[src/rtl/cpu_pkg.sv]
// cpu_pkg: shared pipeline widths, ALU opcodes and the ID/EX stage-register layout.
// Contents: DATA_WIDTH/ADDR_WIDTH defaults, ALU_* opcodes, id_ex_t and its bubble ID_EX_BUBBLE.
package cpu_pkg;
    localparam int DATA_WIDTH = 32;
    localparam int ADDR_WIDTH = 5;
    localparam logic [2:0] ALU_ADD = 3'b000;
    localparam logic [2:0] ALU_SUB = 3'b001;
    localparam logic [2:0] ALU_AND = 3'b010;
    localparam logic [2:0] ALU_OR  = 3'b011;
    localparam logic [2:0] ALU_XOR = 3'b100;
    localparam logic [2:0] ALU_SLT = 3'b101;
    localparam logic [2:0] ALU_SLL = 3'b110;
    localparam logic [2:0] ALU_SRL = 3'b111;
    typedef struct packed {
        logic                  valid;
        logic                  reg_write;
        logic                  mem_read;
        logic                  alu_src;
        logic [2:0]            alu_ctrl;
        logic [ADDR_WIDTH-1:0] rd;
        logic [ADDR_WIDTH-1:0] rs1;
        logic [ADDR_WIDTH-1:0] rs2;
        logic [DATA_WIDTH-1:0] rd1;
        logic [DATA_WIDTH-1:0] rd2;
        logic [DATA_WIDTH-1:0] imm;
    } id_ex_t;
    localparam id_ex_t ID_EX_BUBBLE = '0;
endpackage

[src/rtl/fwd_mux.sv]
// fwd_mux: selects one source operand from EX/MEM, MEM/WB or the registered read value.
// Ports: rs (operand index), reg_val (registered read), exmem_*/memwb_* (later-stage
// destination, write enable, result), value (selected operand). EX/MEM wins over MEM/WB;
// index 0 is never forwarded.
module fwd_mux import cpu_pkg::*; #(
    parameter int DATA_WIDTH = cpu_pkg::DATA_WIDTH,
    parameter int ADDR_WIDTH = cpu_pkg::ADDR_WIDTH
) (
    input  logic [ADDR_WIDTH-1:0] rs,
    input  logic [DATA_WIDTH-1:0] reg_val,
    input  logic [ADDR_WIDTH-1:0] exmem_rd,
    input  logic                  exmem_RegWrite,
    input  logic [DATA_WIDTH-1:0] exmem_ALUout,
    input  logic [ADDR_WIDTH-1:0] memwb_rd,
    input  logic                  memwb_RegWrite,
    input  logic [DATA_WIDTH-1:0] memwb_result,
    output logic [DATA_WIDTH-1:0] value
);
    always_comb
        value = (exmem_RegWrite && exmem_rd != '0 && exmem_rd == rs) ? exmem_ALUout :
                (memwb_RegWrite && memwb_rd != '0 && memwb_rd == rs) ? memwb_result : reg_val;
endmodule

[src/rtl/id_ex_stage.sv]
// id_ex_stage: ID/EX pipeline register with operand forwarding and hazard detection.
// Ports: clk/rst (sync, active-high), stall (hold), flush (bubble), id_* decode fields,
// exmem_*/memwb_* later-stage results, ALUop1/ALUop2/ALUctrl/ex_* stage outputs,
// ex_store_data (rs2 for stores), hazard_stall (combinational hold request).
// Macro FORWARDING_EN: enables EX/MEM and MEM/WB forwarding; when undefined operands come
// from registered reads only and every outstanding RAW dependency stalls instead.
module id_ex_stage import cpu_pkg::*; #(
    parameter int DATA_WIDTH = cpu_pkg::DATA_WIDTH,
    parameter int ADDR_WIDTH = cpu_pkg::ADDR_WIDTH
) (
    input  logic                  clk,
    input  logic                  rst,
    input  logic                  stall,
    input  logic                  flush,
    input  logic                  id_valid,
    input  logic [ADDR_WIDTH-1:0] id_rs1,
    input  logic [ADDR_WIDTH-1:0] id_rs2,
    input  logic [ADDR_WIDTH-1:0] id_rd,
    input  logic [DATA_WIDTH-1:0] id_rd1,
    input  logic [DATA_WIDTH-1:0] id_rd2,
    input  logic [DATA_WIDTH-1:0] id_imm,
    input  logic                  id_ALUsrc,
    input  logic [2:0]            id_ALUctrl,
    input  logic                  id_RegWrite,
    input  logic                  id_MemRead,
    input  logic [ADDR_WIDTH-1:0] exmem_rd,
    input  logic [ADDR_WIDTH-1:0] memwb_rd,
    input  logic                  exmem_RegWrite,
    input  logic                  memwb_RegWrite,
    input  logic [DATA_WIDTH-1:0] exmem_ALUout,
    input  logic [DATA_WIDTH-1:0] memwb_result,
    output logic [DATA_WIDTH-1:0] ALUop1,
    output logic [DATA_WIDTH-1:0] ALUop2,
    output logic [2:0]            ALUctrl,
    output logic [ADDR_WIDTH-1:0] ex_rd,
    output logic                  ex_RegWrite,
    output logic                  ex_MemRead,
    output logic                  ex_valid,
    output logic [DATA_WIDTH-1:0] ex_store_data,
    output logic                  hazard_stall
);
    id_ex_t ex;
    logic fwd_en, load_use, raw_hazard;
    logic [DATA_WIDTH-1:0] op1, op2;
    assign load_use = id_valid && ex.valid && ex.mem_read && ex.rd != '0 &&
                      (ex.rd == id_rs1 || ex.rd == id_rs2);
`ifdef FORWARDING_EN
    assign fwd_en     = 1'b1;
    assign raw_hazard = 1'b0;
`else
    // Without bypass paths any producer still in EX or EX/MEM must drain first;
    // MEM/WB is covered by the write-before-read register file.
    assign fwd_en     = 1'b0;
    assign raw_hazard = id_valid && (
        (id_rs1 != '0 && ((ex.valid && ex.reg_write && ex.rd == id_rs1) ||
                          (exmem_RegWrite && exmem_rd == id_rs1))) ||
        (id_rs2 != '0 && ((ex.valid && ex.reg_write && ex.rd == id_rs2) ||
                          (exmem_RegWrite && exmem_rd == id_rs2))));
`endif
    assign hazard_stall = !flush && (load_use || raw_hazard);
    fwd_mux #(.DATA_WIDTH(DATA_WIDTH), .ADDR_WIDTH(ADDR_WIDTH)) u_fwd_rs1 (
        .rs(ex.rs1), .reg_val(ex.rd1),
        .exmem_rd(exmem_rd), .exmem_RegWrite(exmem_RegWrite && fwd_en), .exmem_ALUout(exmem_ALUout),
        .memwb_rd(memwb_rd), .memwb_RegWrite(memwb_RegWrite && fwd_en), .memwb_result(memwb_result),
        .value(op1)
    );
    fwd_mux #(.DATA_WIDTH(DATA_WIDTH), .ADDR_WIDTH(ADDR_WIDTH)) u_fwd_rs2 (
        .rs(ex.rs2), .reg_val(ex.rd2),
        .exmem_rd(exmem_rd), .exmem_RegWrite(exmem_RegWrite && fwd_en), .exmem_ALUout(exmem_ALUout),
        .memwb_rd(memwb_rd), .memwb_RegWrite(memwb_RegWrite && fwd_en), .memwb_result(memwb_result),
        .value(op2)
    );
    always_ff @(posedge clk)
        if (rst || flush)
            ex <= ID_EX_BUBBLE;
        else if (!stall)
            ex <= hazard_stall ? ID_EX_BUBBLE : '{valid: id_valid, reg_write: id_RegWrite,
                  mem_read: id_MemRead, alu_src: id_ALUsrc, alu_ctrl: id_ALUctrl,
                  rd: id_rd, rs1: id_rs1, rs2: id_rs2, rd1: id_rd1, rd2: id_rd2, imm: id_imm};
    assign ALUop1        = op1;
    assign ALUop2        = ex.alu_src ? ex.imm : op2;
    assign ex_store_data = op2;
    assign ALUctrl       = ex.alu_ctrl;
    assign ex_rd         = ex.rd;
    assign ex_RegWrite   = ex.reg_write;
    assign ex_MemRead    = ex.mem_read;
    assign ex_valid      = ex.valid;
endmodule

[config.mk]
export PLATFORM = sky130hd
export DESIGN_NAME = id_ex_stage
export DESIGN_NICKNAME = d
export VERILOG_FILES = /design/src/rtl/cpu_pkg.sv /design/src/rtl/fwd_mux.sv /design/src/rtl/id_ex_stage.sv
export SDC_FILE = /design/constraint.sdc
export NUM_CORES = 1
export LEC_CHECK = 0
export ABC_AREA = 0
export ABC_CLOCK_PERIOD_IN_PS = 2300
export BUFFER_PORTS_ARGS = -buffer_cell sky130_fd_sc_hd__buf_2
export CAP_MARGIN = 20
export CORE_MARGIN = 3
export CORE_UTILIZATION = 40
export DETAILED_ROUTE_END_ITERATION = 16
export PLACE_DENSITY_LB_ADDON = 0.05
export REMOVE_ABC_BUFFERS = 1
export SYNTH_ARGS = -nofsm -noshare
export SYNTH_HDL_FRONTEND = slang
export SYNTH_HIERARCHICAL = 1
export SYNTH_SLANG_ARGS = --single-unit
[constraint.sdc]
create_clock -name clk -period 2.3 [get_ports clk]
set_input_delay 0 -clock clk [delete_from_list [all_inputs] [get_ports clk]]
set_output_delay 0 -clock clk [all_outputs]
set_load 0.05 [all_outputs]
==> results.md <==
* Setup crit start kind: flop
* Routed via count at 9,947
* WL final at 35,100 um
* Max Cap Viol at 0
* All-Layer GR Usage at 0.298
* RePlAce Congestion at 0.815
* Seq/Total Area, Yosys at 0.283
* Core area at 0.0204 sq mm
* CTS HTree Levels at 4
* Gr ovfl total at 0
* Violated checks: slew limit
* CTS tree: built
* HPWL after DPL at 21,200 um
* Post-synthesis cell area at 0.00836 sq mm
* Most common cell in the netlist: nand2_1
* Die H at 151 um
* Filler instances at 2,031
* Post-synth cell types at 36
* Final count of hold timing violations at 0
* Fmax at 441 MHz
* Final Slew Violations at 166
* Yosys top cell by area: dfxtp_1
* Post-synthesis register bit count at 118
* Avg WL per Cell at 20.6 um
* PD cells at 541 mW/mm^2
* Worst vdd ir at 528 uV
* Largest net degree at the start of global routing at 89
* TNS Setup at 0 ns
* Share of cells above drive strength 1 at 0.286
* Die W at 151 um
* Total power at 6230 uW
* Yosys warning count at 6
* Final #Nets at 1,623
* Cell row count at 52
* IO buf count at 304
* Slew @ Worst Pin at 1.65 ns
* Commonest cells in the netlist: nand2_1 (126), nand3_1 (122), dfxtp_1 (118), nor3b_1 (118), o21ai_1 (112)
* Unrepaired setup endpoints after global routing: true
* WHS at 0.0194 ns
* WS Path Type: flop to output pin
* Pre-antenna DRT Iters at 5
* Arr. time, crit path at 2.27 ns
* Clock transition at path regs at 0.06 ns
* Starting Density at 0.411
* Vias in the first global route at 9,619
* I/O pin count at 306
* Slew margin rel. at -0.100
* Reg power frac at 0.347
* Synth Instances at 1,125
* Root Buffer: clkbuf_16
* Max clock buf depth at 2
* Status: finished, violations left
* Clock Skew at 0.0112 ns
* Top post-synthesis cells by area: dfxtp_1 (28%), nor3b_1 (11%), nand3_1 (7.3%)
* Primary FF master, synth: dfxtp_1
* EDFF count, synth at 0
* Psw at 2060 uW
* ANT cells at 0
* Hold Crit Class: input pin to flop
* DR vias/cell at 5.83
* Logic pwr share at 0.255
* Clock network power share at 0.398
* DRT iter0 DRCs at 595
* Int Pwr at 4170 uW
* Period Utilization, post-route at 0.987
* Yosys top cell area share at 0.283
* DRC at 0
* Endpoints failing setup at 0
* Sw Share at 0.330
* Global-route wire length before repair at 53,400 um
* Area grow syn2layout at 37.8%
* Static Leak at 0.00435 uW
* Final ANT Viol Nets at 0
* Worst-path fanout max at 5
* Ys async rst share at 0
* Syn avg cell area at 7.43 sq um
* Initial antenna violation count at 1
* Die footprint at 0.0227 sq mm
* Clock Latency Late Sink at 0.42 ns
* CTS buffer count at 17
* TritonCTS Sinks at 118
* Min Clock Period, post-route at 2.27 ns
* Critical Path RT at 2.30 ns
* Endpoint class of the critical path: output pin
-- path summary, 6_finish.rpt --
check	from	slack [ns]	end	cells after the start
max	ex_rd[4]	0.03	hazard_stall	6
min	id_valid	0.02	ex_valid	4
max reg2reg	ex_rd[4]	0.19	ex[31]	7
min reg2reg	ex[20]	0.44	ex[20]	2
-- placed cells by master, fill, tap and decap left out, types with 6 or more instances in the layout --
cell and instances:
dfxtp_1 115, clkbuf_16 17, o31ai_1 64, buf_4 8, buf_12 13, dlygate4sd3_1 106
conb_1 6, o21ai_0 10, nor4_1 69, xor2_1 10, nor3b_1 118, nand2_1 126
a31oi_1 64, mux2_2 32, xnor2_1 26, nand4_1 66, o21ai_1 109, buf_2 302
nand3_1 118
-- critical path: stages, from the launching register on --
cell and delay, ns:
dfxtp_2 0.35, or4_4 0.55, o21ai_4 0.15, a2111oi_2 0.09
a41o_4 0.26, nand3b_1 0.24, buf_6 0.21
-- power groups by stage --
stage / Sequential [uW] / Clock (uW) / Combinational, uW
global placement: 2200 / 0 / 1360
global route: 2170 / 2620 / 1680
CTS: 2160 / 2520 / 1520
detailed placement: 2200 / 0 / 1370
finish: 2160 / 2480 / 1590
floorplan: 2220 / 0 / 810
-- registers in the layout (all words and copies together), names as in the netlist --
signal / cells
ex: 107
ex_rd: 5
ALUctrl: 3
ex_MemRead: 1
ex_RegWrite: 1
ex_valid: 1
-- cell families after synthesis --
kind of cell,after synthesis,share of synthesized area
and+or+nand+nor,524,0.354
DFF,118,0.283
AOI/OAI and AO/OA,258,0.189
other,1,0.000448
xor gates and xnor gates,36,0.0377
buffers and inverters,156,0.0934
muxes,32,0.0431
-- metrics by stage --
| step | std cells | setup WS, ns | utilization | instance area, sq um |
|---|---|---|---|---|
| 3_3_place_gp | 1568 | 0.217 | 0.484 | 9860 |
| 6_report | 1706 | 0.0307 | 0.566 | 11500 |
| 4_1_cts | 1705 | -0.0207 | 0.564 | 11500 |
| 2_1_floorplan | 975 | -4.26 | - | 7600 |
| 5_1_grt | 1706 | -0.0182 | 0.566 | 11500 |
| 3_5_place_dp | 1568 | 0.206 | 0.484 | 9860 |
-- routing by layer --
metal	GRT usage	part of all wire	vias up
met4	0.101	0.020	2
met2	0.498	0.48	462
met5	0	0.00037	-
li1	-	-	4811
met3	0.0614	0.084	55
met1	0.385	0.42	4617
-- cell type report --
| cell class | instances | area, sq um | area share |
|---|---|---|---|
| multi-input combinational | 856 | 5350 | 0.464 |
| clock buffer | 21 | 460 | 0.0400 |
| clock inverter | 9 | 80.1 | 0.00695 |
| tap | 270 | 338 | 0.0293 |
| sequential | 118 | 2370 | 0.205 |
| timing repair buffer | 431 | 2930 | 0.254 |
| inverter | 1 | 3.75 | 0.000326 |
-- what timing repair did --
action                     4_1_cts  5_1_grt
hold buffers                   106        0
pin swaps                        1        1
hold endpoints to repair       106        0
resized for setup                8        1
buffers inserted                 1        0
setup endpoints to repair        1        1
Note: power is estimated with default switching activity, not from simulation.
